$ cat src/rtl/id_ex_pipeline_reg.sv
// ID/EX pipeline register with load-use hazard detection; captures decode state one clock after presentation.
// ex_hold freezes the stage and flush inserts a bubble; a load-use hazard costs exactly one bubble and is counted.
module id_ex_pipeline_reg (
   input  logic        clk,
   input  logic        rst_n,
   input  logic        id_valid,
   input  logic [14:0] id_ctrl,
   input  logic [6:0]  id_opcode,
   input  logic [31:0] id_pc,
   input  logic [31:0] id_rs1_data,
   input  logic [31:0] id_rs2_data,
   input  logic [31:0] id_imm,
   input  logic [4:0]  id_rs1,
   input  logic [4:0]  id_rs2,
   input  logic [4:0]  id_rd,
   input  logic [3:0]  id_funct,
   input  logic        ex_hold,
   input  logic        flush,
   output logic        ex_valid,
   output logic [14:0] ex_ctrl,
   output logic [31:0] ex_pc,
   output logic [31:0] ex_rs1_data,
   output logic [31:0] ex_rs2_data,
   output logic [31:0] ex_imm,
   output logic [4:0]  ex_rs1,
   output logic [4:0]  ex_rs2,
   output logic [4:0]  ex_rd,
   output logic [3:0]  ex_funct,
   output logic        id_stall,
   output logic [15:0] stall_count
);

   typedef struct packed {
      logic [14:0] ctrl;
      logic [31:0] pc;
      logic [31:0] rs1_data;
      logic [31:0] rs2_data;
      logic [31:0] imm;
      logic [4:0]  rs1;
      logic [4:0]  rs2;
      logic [4:0]  rd;
      logic [3:0]  funct;
   } ex_dat_t;

   localparam logic [6:0] OP_LUI    = 7'b0110111;
   localparam logic [6:0] OP_AUIPC  = 7'b0010111;
   localparam logic [6:0] OP_JAL    = 7'b1101111;
   localparam logic [6:0] OP_RTYPE  = 7'b0110011;
   localparam logic [6:0] OP_STORE  = 7'b0100011;
   localparam logic [6:0] OP_BRANCH = 7'b1100011;

   logic        r_valid;
   ex_dat_t     r_ex;
   logic [15:0] r_stall_count;

   ex_dat_t     w_id_dat;
   logic        w_use_rs1;
   logic        w_use_rs2;
   logic        w_hazard;

   assign w_id_dat = '{ctrl: id_ctrl, pc: id_pc, rs1_data: id_rs1_data,
                       rs2_data: id_rs2_data, imm: id_imm, rs1: id_rs1,
                       rs2: id_rs2, rd: id_rd, funct: id_funct};

   assign w_use_rs1 = !(id_opcode inside {OP_LUI, OP_AUIPC, OP_JAL});
   assign w_use_rs2 = id_opcode inside {OP_RTYPE, OP_STORE, OP_BRANCH};

   // ctrl[10] is MemRead: only a load in EX can create a load-use hazard
   assign w_hazard = r_valid & r_ex.ctrl[10] & (r_ex.rd != 5'd0) & id_valid &
                     ((w_use_rs1 & (id_rs1 == r_ex.rd)) |
                      (w_use_rs2 & (id_rs2 == r_ex.rd)));

   assign id_stall = (w_hazard | ex_hold) & ~flush;

   always_ff @(posedge clk or negedge rst_n) begin
      if (!rst_n) begin
         r_valid       <= 1'b0;
         r_ex          <= '0;
         r_stall_count <= 16'd0;
      end else if (flush) begin
         r_valid <= 1'b0;
         r_ex    <= '0;
      end else if (ex_hold) begin
         r_valid <= r_valid;
         r_ex    <= r_ex;
      end else if (w_hazard) begin
         r_valid <= 1'b0;
         r_ex    <= '0;
         if (r_stall_count != 16'hFFFF)
            r_stall_count <= r_stall_count + 16'd1;
      end else if (id_valid) begin
         r_valid <= 1'b1;
         r_ex    <= w_id_dat;
      end else begin
         r_valid <= 1'b0;
         r_ex    <= '0;
      end
   end

   assign ex_valid    = r_valid;
   assign ex_ctrl     = r_ex.ctrl;
   assign ex_pc       = r_ex.pc;
   assign ex_rs1_data = r_ex.rs1_data;
   assign ex_rs2_data = r_ex.rs2_data;
   assign ex_imm      = r_ex.imm;
   assign ex_rs1      = r_ex.rs1;
   assign ex_rs2      = r_ex.rs2;
   assign ex_rd       = r_ex.rd;
   assign ex_funct    = r_ex.funct;
   assign stall_count = r_stall_count;

endmodule
$ cat config.mk
export PLATFORM = sky130hd
export DESIGN_NAME = id_ex_pipeline_reg
export DESIGN_NICKNAME = d
export VERILOG_FILES = /design/src/rtl/id_ex_pipeline_reg.sv
export SDC_FILE = /design/constraint.sdc
export NUM_CORES = 1
export LEC_CHECK = 0
export BUFFER_PORTS_ARGS = -buffer_cell sky130_fd_sc_hd__buf_2
export CELL_PAD_IN_SITES_DETAIL_PLACEMENT = 0
export CELL_PAD_IN_SITES_GLOBAL_PLACEMENT = 1
export CORE_UTILIZATION = 37
export DETAILED_ROUTE_END_ITERATION = 12
export GPL_ROUTABILITY_DRIVEN = 0
export PLACE_DENSITY_LB_ADDON = 0.05
export SYNTH_ARGS = -nofsm -noshare
export SYNTH_HDL_FRONTEND = slang
export SYNTH_SLANG_ARGS = --single-unit
export TNS_END_PERCENT = 5
$ cat constraint.sdc
create_clock -name clk -period 4.6 [get_ports clk]
set_clock_uncertainty 0.2 [all_clocks]
set_input_delay 0.69 -clock clk [delete_from_list [all_inputs] [get_ports clk]]
set_output_delay 0.69 -clock clk [all_outputs]
set_load 0.02 [all_outputs]
==> results of run 1 <==
==> worst register-to-register path, stage by stage (launching register included) <==
cell and delay, ns:
dfrtp_1 0.45, or3_1 0.39, o311a_1 0.33, o21ai_1 0.12, o21ai_2 0.07, buf_4 0.19, a21oi_4 0.17, buf_4 0.69
a22o_1 0.31
==> power breakdown <==
| part | internal (W) | switching (W) |
|---|---|---|
| Sequential | 0.00163 | 0.0000308 |
| Combinational | 0.000138 | 0.000213 |
| Clock | 0.000818 | 0.000653 |
| Total | 0.00258 | 0.000897 |
==> final timing paths <==
| check | from | endpoint | depth (start not counted) |
|---|---|---|---|
| setup / recovery | ex_rd[0] | id_stall | 8 |
| hold / removal | rst_n | ex_pc[16] | 1 |
| setup reg to reg | ex_rd[0] | ex_rs1_data[18] | 8 |
| hold reg to reg | ex_pc[3] | ex_pc[3] | 1 |
| max in group asynchronous | rst_n | ex_ctrl[8] | 2 |
| min in group clk | id_imm[4] | ex_imm[4] | 2 |
==> sequential cells by signal (all words and copies together), names as in the netlist <==
signal and cells:
ex_rd 5, ex_valid 1, ex_rs2 5, stall_count 16, ex_rs1_data 32, ex_rs2_data 32, ex_rs1 5, ex_imm 32
ex_ctrl 15, ex_pc 32, ex_funct 4
==> cell usage in the layout, fill, tap and decap left out, drive strengths merged, types with 2 or more instances in the layout <==
cell and count:
buf 359, dfrtp 179, a22o 162, clkbuf 17, xnor2 16, nand4 13, xor2 9, inv 9
nand3 6, nor2 6, nand2 5, and3 5, diode 4, clkinvlp 4, and2 3, nor3 2
or3 2, and4 2, bufinv 2, o21ai 2, a21oi 2
==> per-stage QoR <==
stage,hold slack [ns],area (µm²),setup slack (ns),total power (W)
global placement,0.283,8600,1.67,0.00204
floorplan,0.194,6680,1.68,0.00185
CTS,0.122,9200,1.35,0.00352
finish,0.0923,9210,1.38,0.00348
detailed placement,0.285,8600,1.63,0.00204
global route,0.135,9210,1.24,0.00363
==> synth_stat cells <==
cell      number  area share, %
a31oi_1        1          0.094
nor2b_1        1          0.094
a21oi_1        2           0.15
nor3_1         2           0.15
and2_1         2           0.19
nand4_1       13            1.2
and4_1         2           0.26
and4b_1        1           0.15
nor3b_1        1           0.11
clkbuf_1      21            1.2
xnor2_1       16            2.1
a22o_1       162             21
buf_4          1           0.11
xor2_1         9            1.2
dfrtp_1      179             67
o21ai_2        1           0.13
and3_1         5           0.47
nand3_1        6           0.45
ha_1           1           0.19
inv_1          1          0.056
o311a_1        1           0.15
a21o_1         1           0.11
or3_1          2           0.19
mux2_2         1           0.17
and2_0         1          0.094
buf_2          9           0.67
nand2_1        5           0.28
nor2_1         6           0.34
o21ai_1        1          0.075
buf_6          8            1.3
==> routing by layer <==
layer	wire length [µm]	vias up
met5	0	-
met4	327	0
met3	1450	19
met2	10000	224
met1	8130	2635
li1	-	2448
==> kinds of logic after synthesis <==
| family | after synthesis | share of synthesized area, % |
|---|---|---|
| compound gates | 169 | 22.0 |
| buf+inv | 40 | 3.37 |
| flops | 179 | 67.1 |
| fa+ha+maj | 1 | 0.187 |
| xor+xnor | 25 | 3.28 |
| simple gates | 47 | 3.99 |
| mux | 1 | 0.169 |
==> final cells by class <==
class	instances	share of cell area, %
inverter	1	0.0408
clock inverter	15	1.85
timing repair buffer	359	20.0
tap	225	3.06
multi-input combinational	243	21.7
sequential	179	48.6
clock buffer	17	4.62
antenna	4	0.109
==> qor.csv, run 1 <==
stage,metric,value,unit
routing,DR vias/cell,5.11,
grt,first-pass GRT wire length,30.1,mm
status,status,"complete, no violations",
synth,synthesis warning total,0,
finish,final net count,976,
die,I/O Pins,354,
placed_design,Placed Cells incl. Taps,1007,
timing,worst-margin pin slew,0.929,ns
worst_setup_path,crit end category,primary output,
synth,Syn Std Cell Area,6680,µm²
routing,final WL,19.9,mm
grt,grt total ovfl,0,
timing,setup TNS,0,ns
grt,pin count of the biggest net entering global routing,164,
clocking,H-tree depth,4,
routing,DRT antenna net count,0,
clocking,post-CTS setup buffers,0,
routing,DR pass1 iterations,4,
grt,grt peak-use layer,met2,
hold_path,HP Class,input port to asynchronous set/reset pin,
worst_setup_path,"Slowest-stage cell, CP",dfrtp_1,
worst_setup_path,crit path launch type,flop,
synth,Syn Nets,637,
timing,Rel. slew slack,38.1,%
worst_setup_path,"Largest stage delay, worst path",0.45,ns
worst_setup_path,Worst EP arrival,2.33,ns
timing,Achievable Freq,0.311,GHz
finish,Final Util,52.7,%
worst_setup_path,WP buf/inv,2,
synth,Seq cells post-synth,179,
clocking,CTS Hold Bufs,0,
die,DIE HEIGHT,136,µm
grt,vias in the first global route,5318,
routing,WL/cell,19.1,µm
die,Die X-Extent,136,µm
die,full die area,18600,µm²
routing,Initial DRC Count,274,
placed_design,Detailed Place HPWL,13.8,mm
clocking,cts bufs inserted,17,
finish,Post-Layout Cell Count,1043,
worst_setup_path,CP cell instances,or3_1 -> o311a_1 -> o21ai_1 -> o21ai_2 -> buf_4 -> a21oi_1 -> nor2_1 -> buf_2,
grt,grt met2 use,34.8,%
finish,layout cell share with drive strength beyond 1,48.5,%
grt,initial antenna violation count,4,
finish,area occupied by registers,4480,µm²
finish,Multi-input gate area,1990,µm²
die,Core ar.,17500,µm²
grt,met1 Track Usage GR,27.1,%
die,placement row count,48,
worst_setup_path,crit path kind,flop to primary output,
synth,Netlist cell types,30,
power_and_ir_drop,Pleak,5.20,nW
clocking,Clock transition at path regs,0.07,ns
synth,register area share after synthesis,67.1,%
finish,Area Overhead vs Synth,37.8,%
timing,min cycle time layout,3.22,ns
flow_run,Max Cap Violations,0,
worst_setup_path,Top delay family on crit path,compound AO/OA/AOI/OAI gates,
clocking,clock sinks,179,
clocking,PostCTS Resize Cnt,0,
grt,met3 usage,6.04,%
placed_design,IO Port Bufs,353,
worst_setup_path,CP Data Required Time,3.71,ns
worst_setup_path,Crit Path Max Fanout,17,
clocking,Root Buffer,clkbuf_16,
timing,final setup fails,0,
finish,Filler cells,1593,
power_and_ir_drop,Cell Pwr Density,378,nW/µm²
worst_setup_path,Worst R2R Setup Slack,1.61,ns
routing,Vias,5326,
clocking,CTS tree,built,
synth,syn avg cell area,14.5,µm²
power_and_ir_drop,Max rail drop VDD,0.000243,V
timing,fin crit share,70.0,%
timing,RSZ-0062 raised after global routing,false,
timing,endpoints failing hold,0,
clocking,CTS Buffer Depth,2,
die,Starting Density,38.2,%
grt,Overall Global Routing Usage,21.5,%
synth,cells after synthesis,462,
clocking,worst skew pair latency,0.42,ns
routing,DRC Markers,0,
timing,count of pins over their slew limit,0,
No activity file was read; power rests on OpenSTA's default activity.
==> run 2, diff against run 1 <==
Settings changed: CORE_UTILIZATION 37 to 31.
Clock period 4.6 ns to 2.9 ns, I/O delays scaled along.
==> qor.csv, run 2 (synthesized netlist as in run 1, its figures left out) <==
stage,metric,value,unit
routing,DRC Markers,0,
worst_setup_path,Crit Path Max Fanout,2,
worst_setup_path,crit end category,primary output,
worst_setup_path,crit path kind,flop to primary output,
finish,Post-Layout Cell Count,1101,
finish,Area Overhead vs Synth,41.1,%
timing,count of pins over their slew limit,0,
die,Core ar.,21100,µm²
clocking,Root Buffer,clkbuf_16,
grt,Overall Global Routing Usage,18.4,%
clocking,CTS tree,built,
clocking,PostCTS Resize Cnt,0,
die,placement row count,53,
power_and_ir_drop,Switch Pwr,0.00140,W
finish,final net count,986,
status,status,"complete, no violations",
power_and_ir_drop,Pleak,5.28,nW
timing,fin crit share,91.9,%
worst_setup_path,crit path launch type,flop,
grt,grt total ovfl,0,
clocking,CTS Buffer Depth,2,
placed_design,Placed Cells incl. Taps,1066,
timing,final setup fails,0,
worst_setup_path,reg2reg start,ex_rd[0],
routing,DRT antenna net count,0,
clocking,cts bufs inserted,17,
timing,min cycle time layout,2.67,ns
timing,endpoints failing hold,0,
timing,RSZ-0062 raised after global routing,false,
routing,WL/cell,18.6,µm
finish,final instance area,9420,µm²
hold_path,Hold Path Depth,2,
hold_path,Hold Path End,ex_imm[18],
die,Starting Density,31.7,%
worst_setup_path,CP Data Required Time,2.27,ns
placed_design,IO Port Bufs,353,
timing,setup TNS,0,ns
grt,vias in the first global route,5449,
power_and_ir_drop,Comb pwr share,10.7,%
hold_path,HP Class,input port to flop,
worst_setup_path,R2R Path End,ex_rs2_data[9],
finish,Final Util,44.7,%
clocking,clock sinks,179,
clocking,Clock transition at path regs,0.07,ns
finish,"commonest non-fill, non-tap cell in the layout",buf_2,
power_and_ir_drop,Cell Pwr Density,583,nW/µm²
grt,initial antenna violation count,2,
worst_setup_path,Worst EP arrival,2.03,ns
clocking,worst skew pair latency,0.42,ns
hold_path,min-delay src,id_imm[18],
die,I/O Pins,354,
grt,pin count of the biggest net entering global routing,85,
timing,Achievable Freq,0.375,GHz
flow_run,Max Cap Violations,0,
routing,Vias,5391,
die,DIE HEIGHT,149,µm
placed_design,Detailed Place HPWL,14.7,mm
finish,Filler cells,2014,
routing,DR pass1 iterations,4,
power_and_ir_drop,Max rail drop VDD,0.000313,V
power_and_ir_drop,Net Sw Frac,25.5,%
worst_setup_path,Worst R2R Setup Slack,0.34,ns
routing,DR vias/cell,4.90,
routing,Initial DRC Count,194,
timing,worst-margin pin slew,0.748,ns
timing,Rel. slew slack,50.0,%
power_and_ir_drop,Sequential Power Share,47.8,%
power_and_ir_drop,internal power,0.00409,W
routing,final WL,20.5,mm
die,full die area,22100,µm²
finish,layout cell share with drive strength beyond 1,48.9,%
power_and_ir_drop,Clock Power Share,41.5,%
placed_design,placed inst area,8820,µm²
clocking,H-tree depth,4,
worst_setup_path,R2R depth,8,
grt,first-pass GRT wire length,30.9,mm
finish,most frequent cells in the layout,"352 x buf_2, 179 x dfrtp_1, 162 x a22o_1",
die,Die X-Extent,149,µm
==> run 2: cell types whose count changed in the layout (fill, tap and decap cells not counted) <==
cell,before,now
buf_12,2,9
buf_4,4,6
bufinv_16,2,1
clkbuf_1,0,1
clkbuf_8,0,3
clkinv_2,1,0
clkinv_4,0,4
clkinvlp_4,4,2
diode_2,4,2
dlygate4sd3_1,0,1
inv_6,6,3
inv_8,2,1
==> run 2: through the flow <==
step,power [W],worst slack (ns),hold slack (ns)
detailed placement,0.00327,0.359,0.236
floorplan,0.00293,0.388,-0.0606
CTS,0.00558,0.200,0.00323
global route,0.00574,0.0680,0.0100
global placement,0.00326,0.435,0.238
finish,0.00550,0.235,0.0280
==> run 2: timing repair <==
action	in CTS	in global routing
hold buffers	1	0
setup buffers	0	0
endpoints found under the hold margin	50	0
==> run 2: critical path, stage by stage, from the launching register on <==
cell	delay, ns
dfrtp_1	0.37
or3_1	0.36
o311a_1	0.33
o21ai_1	0.12
o21ai_2	0.08
a21oi_1	0.14
nor2_1	0.05
buf_2	0.16
==> run 2: cell type report <==
class	count	area, µm²	share of cell area, %
clock inverters	11	118	1.25
well taps	275	344	3.65
diodes	2	5.00	0.0531
multi-input cells	243	1990	21.2
inverters	1	3.75	0.0398
repair buffers	369	2010	21.3
clock buffers	21	470	4.99
flip-flops and latches	179	4480	47.5
==> run 2: power groups by stage <==
stage	clock [W]	sequential [W]	combinational, W
2_1_floorplan	0	0.00278	0.000151
3_3_place_gp	0	0.00267	0.000587
3_5_place_dp	0	0.00267	0.000594
4_1_cts	0.00236	0.00263	0.000597
5_1_grt	0.00247	0.00264	0.000636
6_report	0.00228	0.00263	0.000586
==> run 2: how the worst max path moves through the flow <==
stage	start	end	cells past startpoint
5_1_grt	ex_rd[1]	id_stall	8
3_5_place_dp	ex_rd[0]	ex_rs1_data[16]	8
4_1_cts	ex_rd[0]	id_stall	7
2_1_floorplan	ex_rd[1]	id_stall	7
3_3_place_gp	ex_rd[0]	ex_rs1_data[17]	8
6_report	ex_rd[0]	id_stall	7
==> run 2: metal layers <==
layer	track usage, %	part of all wire (%)
met1	22.8	41
met2	29.7	48
met3	5.63	8.2
met4	7.70	2.2
met5	0	0
==> run 3, diff against run 2 <==
Settings changed: ABC_AREA set to 1, CAP_MARGIN set to 0.
==> qor.csv, run 3 <==
stage,metric,value,unit
finish,Filler cells,2693,
placed_design,pre-CTS setup slack,0.627,ns
timing,setup TNS,0,ns
grt,pin count of the biggest net entering global routing,95,
power_and_ir_drop,Pleak,6.26,nW
finish,Area Overhead vs Synth,31.8,%
timing,PnR worst setup slack,0.298,ns
finish,"commonest non-fill, non-tap cell in the layout",nand2_1,
synth,post-synthesis mux area share,0,%
synth,synthesis warning total,0,
synth,Synth Flop Type,dfrtp_1,
worst_setup_path,Crit Path Max Fanout,24,
worst_setup_path,"Slowest-stage cell, CP",dfrtp_1,
synth,Synth top area share,56.0,%
synth,synth cell count leaders,"415 x nand2_1, 179 x dfrtp_1, 167 x nand4_1",
worst_setup_path,crit path kind,flop to primary output,
worst_setup_path,CP Data Required Time,2.27,ns
hold_path,min-delay src,id_rd[2],
routing,DR vias/cell,4.77,
synth,Post-synth ARST share,100,%
power_and_ir_drop,Clock Power Share,42.0,%
clocking,Root Buffer,clkbuf_16,
power_and_ir_drop,Sequential Power Share,46.6,%
grt,vias in the first global route,7380,
power_and_ir_drop,Comb pwr share,11.4,%
routing,Vias,7530,
worst_setup_path,WP buf/inv,2,
clocking,Clock transition at path regs,0.08,ns
routing,DR pass1 iterations,4,
timing,endpoints failing hold,0,
synth,Netlist cell types,24,
synth,"area leader, netlist",dfrtp_1,
finish,area occupied by registers,4480,µm²
synth,Syn Std Cell Area,8000,µm²
die,placement row count,58,
finish,Post-Layout Cell Count,1578,
timing,Rel. slew slack,35.2,%
synth,Adder-Cell Fraction of Synth Area,0.156,%
worst_setup_path,Worst EP arrival,1.97,ns
die,Core ar.,25300,µm²
grt,initial antenna violation count,8,
die,I/O Pins,354,
grt,met1 Track Usage GR,26.8,%
die,Die X-Extent,163,µm
routing,WL/cell,17.3,µm
power_and_ir_drop,Switch Pwr,0.00159,W
power_and_ir_drop,internal power,0.00405,W
worst_setup_path,reg2reg start,stall_count[0],
synth,Seq cells post-synth,179,
timing,RSZ-0062 raised after global routing,false,
synth,syn avg cell area,8.72,µm²
worst_setup_path,CP cell instances,inv_1 -> nand2_1 -> nand2_1 -> nand2_1 -> nor2_1 -> nand2_1 -> nand2_2 -> nand2_4 -> a21oi_2 -> buf_2,
clocking,PostCTS Resize Cnt,0,
synth,post-synthesis compound-gate area fraction,0.235,%
worst_setup_path,crit end category,primary output,
hold_path,HP Class,input port to flop,
finish,final net count,1404,
finish,most frequent cells in the layout,"415 x nand2_1, 352 x buf_2, 179 x dfrtp_1",
clocking,CTS tree,built,
power_and_ir_drop,Net Sw Frac,28.2,%
synth,Synth Area in Simple Gates,35.2,%
timing,Hold Worst Slack,0.0297,ns
die,full die area,26500,µm²
routing,DRC Markers,0,
synth,Post-synth EDFFs,0,
status,status,"complete, no violations",
finish,final instance area,10500,µm²
grt,Overall Global Routing Usage,20.9,%
clocking,CTS Buffer Depth,2,
finish,layout cell share with drive strength beyond 1,33.2,%
timing,worst-margin pin slew,0.972,ns
timing,final setup fails,0,
finish,Multi-input gate area,3010,µm²
worst_setup_path,Top delay family on crit path,simple AND/OR/NAND/NOR gates,
clocking,worst skew pair latency,0.44,ns
worst_setup_path,crit path launch type,flop,
placed_design,Placed Cells incl. Taps,1539,
power_and_ir_drop,Cell Pwr Density,535,nW/µm²
routing,Initial DRC Count,489,
worst_setup_path,R2R Path End,stall_count[2],
synth,largest family of logic cells by synthesized area,simple AND/OR/NAND/NOR gates,
grt,grt peak-use layer,met2,
hold_path,Hold Path Depth,3,
power_and_ir_drop,Max rail drop VDD,0.000295,V
hold_path,Hold Path End,ex_rd[2],
routing,DRT antenna net count,0,
timing,Achievable Freq,0.384,GHz
die,Starting Density,31.7,%
grt,grt met2 use,34.0,%
timing,count of pins over their slew limit,0,
clocking,clock sinks,179,
worst_setup_path,Most common cell on crit path,nand2_1,
placed_design,placed inst area,9930,µm²
placed_design,IO Port Bufs,353,
timing,fin crit share,89.7,%
worst_setup_path,R2R depth,9,
clocking,cts bufs inserted,17,
clocking,H-tree depth,4,
synth,register area share after synthesis,56.0,%
flow_run,Max Cap Violations,0,
placed_design,Detailed Place HPWL,17.9,mm
grt,met3 usage,5.55,%
synth,Syn Nets,1093,
grt,first-pass GRT wire length,42.6,mm
synth,cells after synthesis,918,
grt,grt total ovfl,0,
synth,post-synthesis xor/xnor area fraction,1.86,%
synth,Synth area leaders,"dfrtp_1 56%, nand2_1 19%, nand4_1 13%",
routing,final WL,27.4,mm
synth,most frequent cell after synthesis,nand2_1,
worst_setup_path,Worst R2R Setup Slack,0.65,ns
die,DIE HEIGHT,163,µm
timing,min cycle time layout,2.60,ns
worst_setup_path,"Largest stage delay, worst path",0.44,ns
==> run 3: changes by cell type after synthesis, moves of 4 or more <==
cell / before / now
a22o_1: 162 / 0
buf_2: 9 / 22
xnor2_1: 16 / 7
nand2_1: 5 / 415
nand4_1: 13 / 167
and3_1: 5 / 0
buf_1: 0 / 7
nor2_1: 6 / 23
nor2_2: 0 / 4
buf_6: 8 / 18
inv_1: 1 / 17
==> run 3: layout make-up <==
type,count,share of cell area [%]
timing repair buffer,365,18.5
tap,330,3.91
multi-input combinational,645,28.5
antenna,6,0.142
clock inverter,14,1.48
inverter,21,0.771
sequential,179,42.5
clock buffer,18,4.16
==> run 3: power by group through the flow <==
stage / sequential, W / combinational [W] / clock, W
floorplan: 0.00278 / 0.000194 / 0
global placement: 0.00267 / 0.000654 / 0
detailed placement: 0.00267 / 0.000654 / 0
CTS: 0.00263 / 0.000656 / 0.00246
global route: 0.00264 / 0.000707 / 0.00256
finish: 0.00263 / 0.000641 / 0.00237
==> run 3: repair_timing <==
item / CTS / global route
setup buffers: 0 / 0
endpoints found under the hold margin: 24 / 0
setup endpoints to repair: 0 / 0
hold buffers: 1 / 0
==> run 3: worst register-to-register path: cells and delay by family, from the launching register on <==
family	cells	cell delay (ns)
DFF	1	0.45
adders and majority gates	1	0.26
and+or+nand+nor	8	1.22
==> run 3: kinds of logic after synthesis <==
kind of cell,after synthesis
and+or+nand+nor,624
DFF,179
buffers and inverters,94
xor gates and xnor gates,17
AOI/OAI and AO/OA,3
adders and majority gates,1
==> run 3: worst max path at each step <==
stage | start | endpoint | slack, ns | cells after the start
after detailed placement | id_rs1[4] | id_stall | 0.63 | 10
after CTS | ex_rd[4] | id_stall | 0.25 | 8
after global placement | id_rs1[4] | id_stall | 0.61 | 10
after global routing | ex_rd[1] | id_stall | 0.13 | 10
final | ex_rd[4] | id_stall | 0.30 | 10
after floorplan | ex_rd[2] | id_stall | 0.73 | 8
==> run 3: per-layer routing <==
metal / vias to the layer above / part of all wire, %
met5: - / 0.037
met4: 2 / 1.8
met3: 33 / 6.8
met2: 241 / 49
met1: 3558 / 43
li1: 3696 / -
==> run 3: stage by stage <==
stage / util (%) / power [W]
6_report: 41.8 / 0.00564
2_1_floorplan: - / 0.00298
3_5_place_dp: 39.3 / 0.00333
4_1_cts: 41.7 / 0.00574
5_1_grt: 41.8 / 0.00590
3_3_place_gp: 39.3 / 0.00333
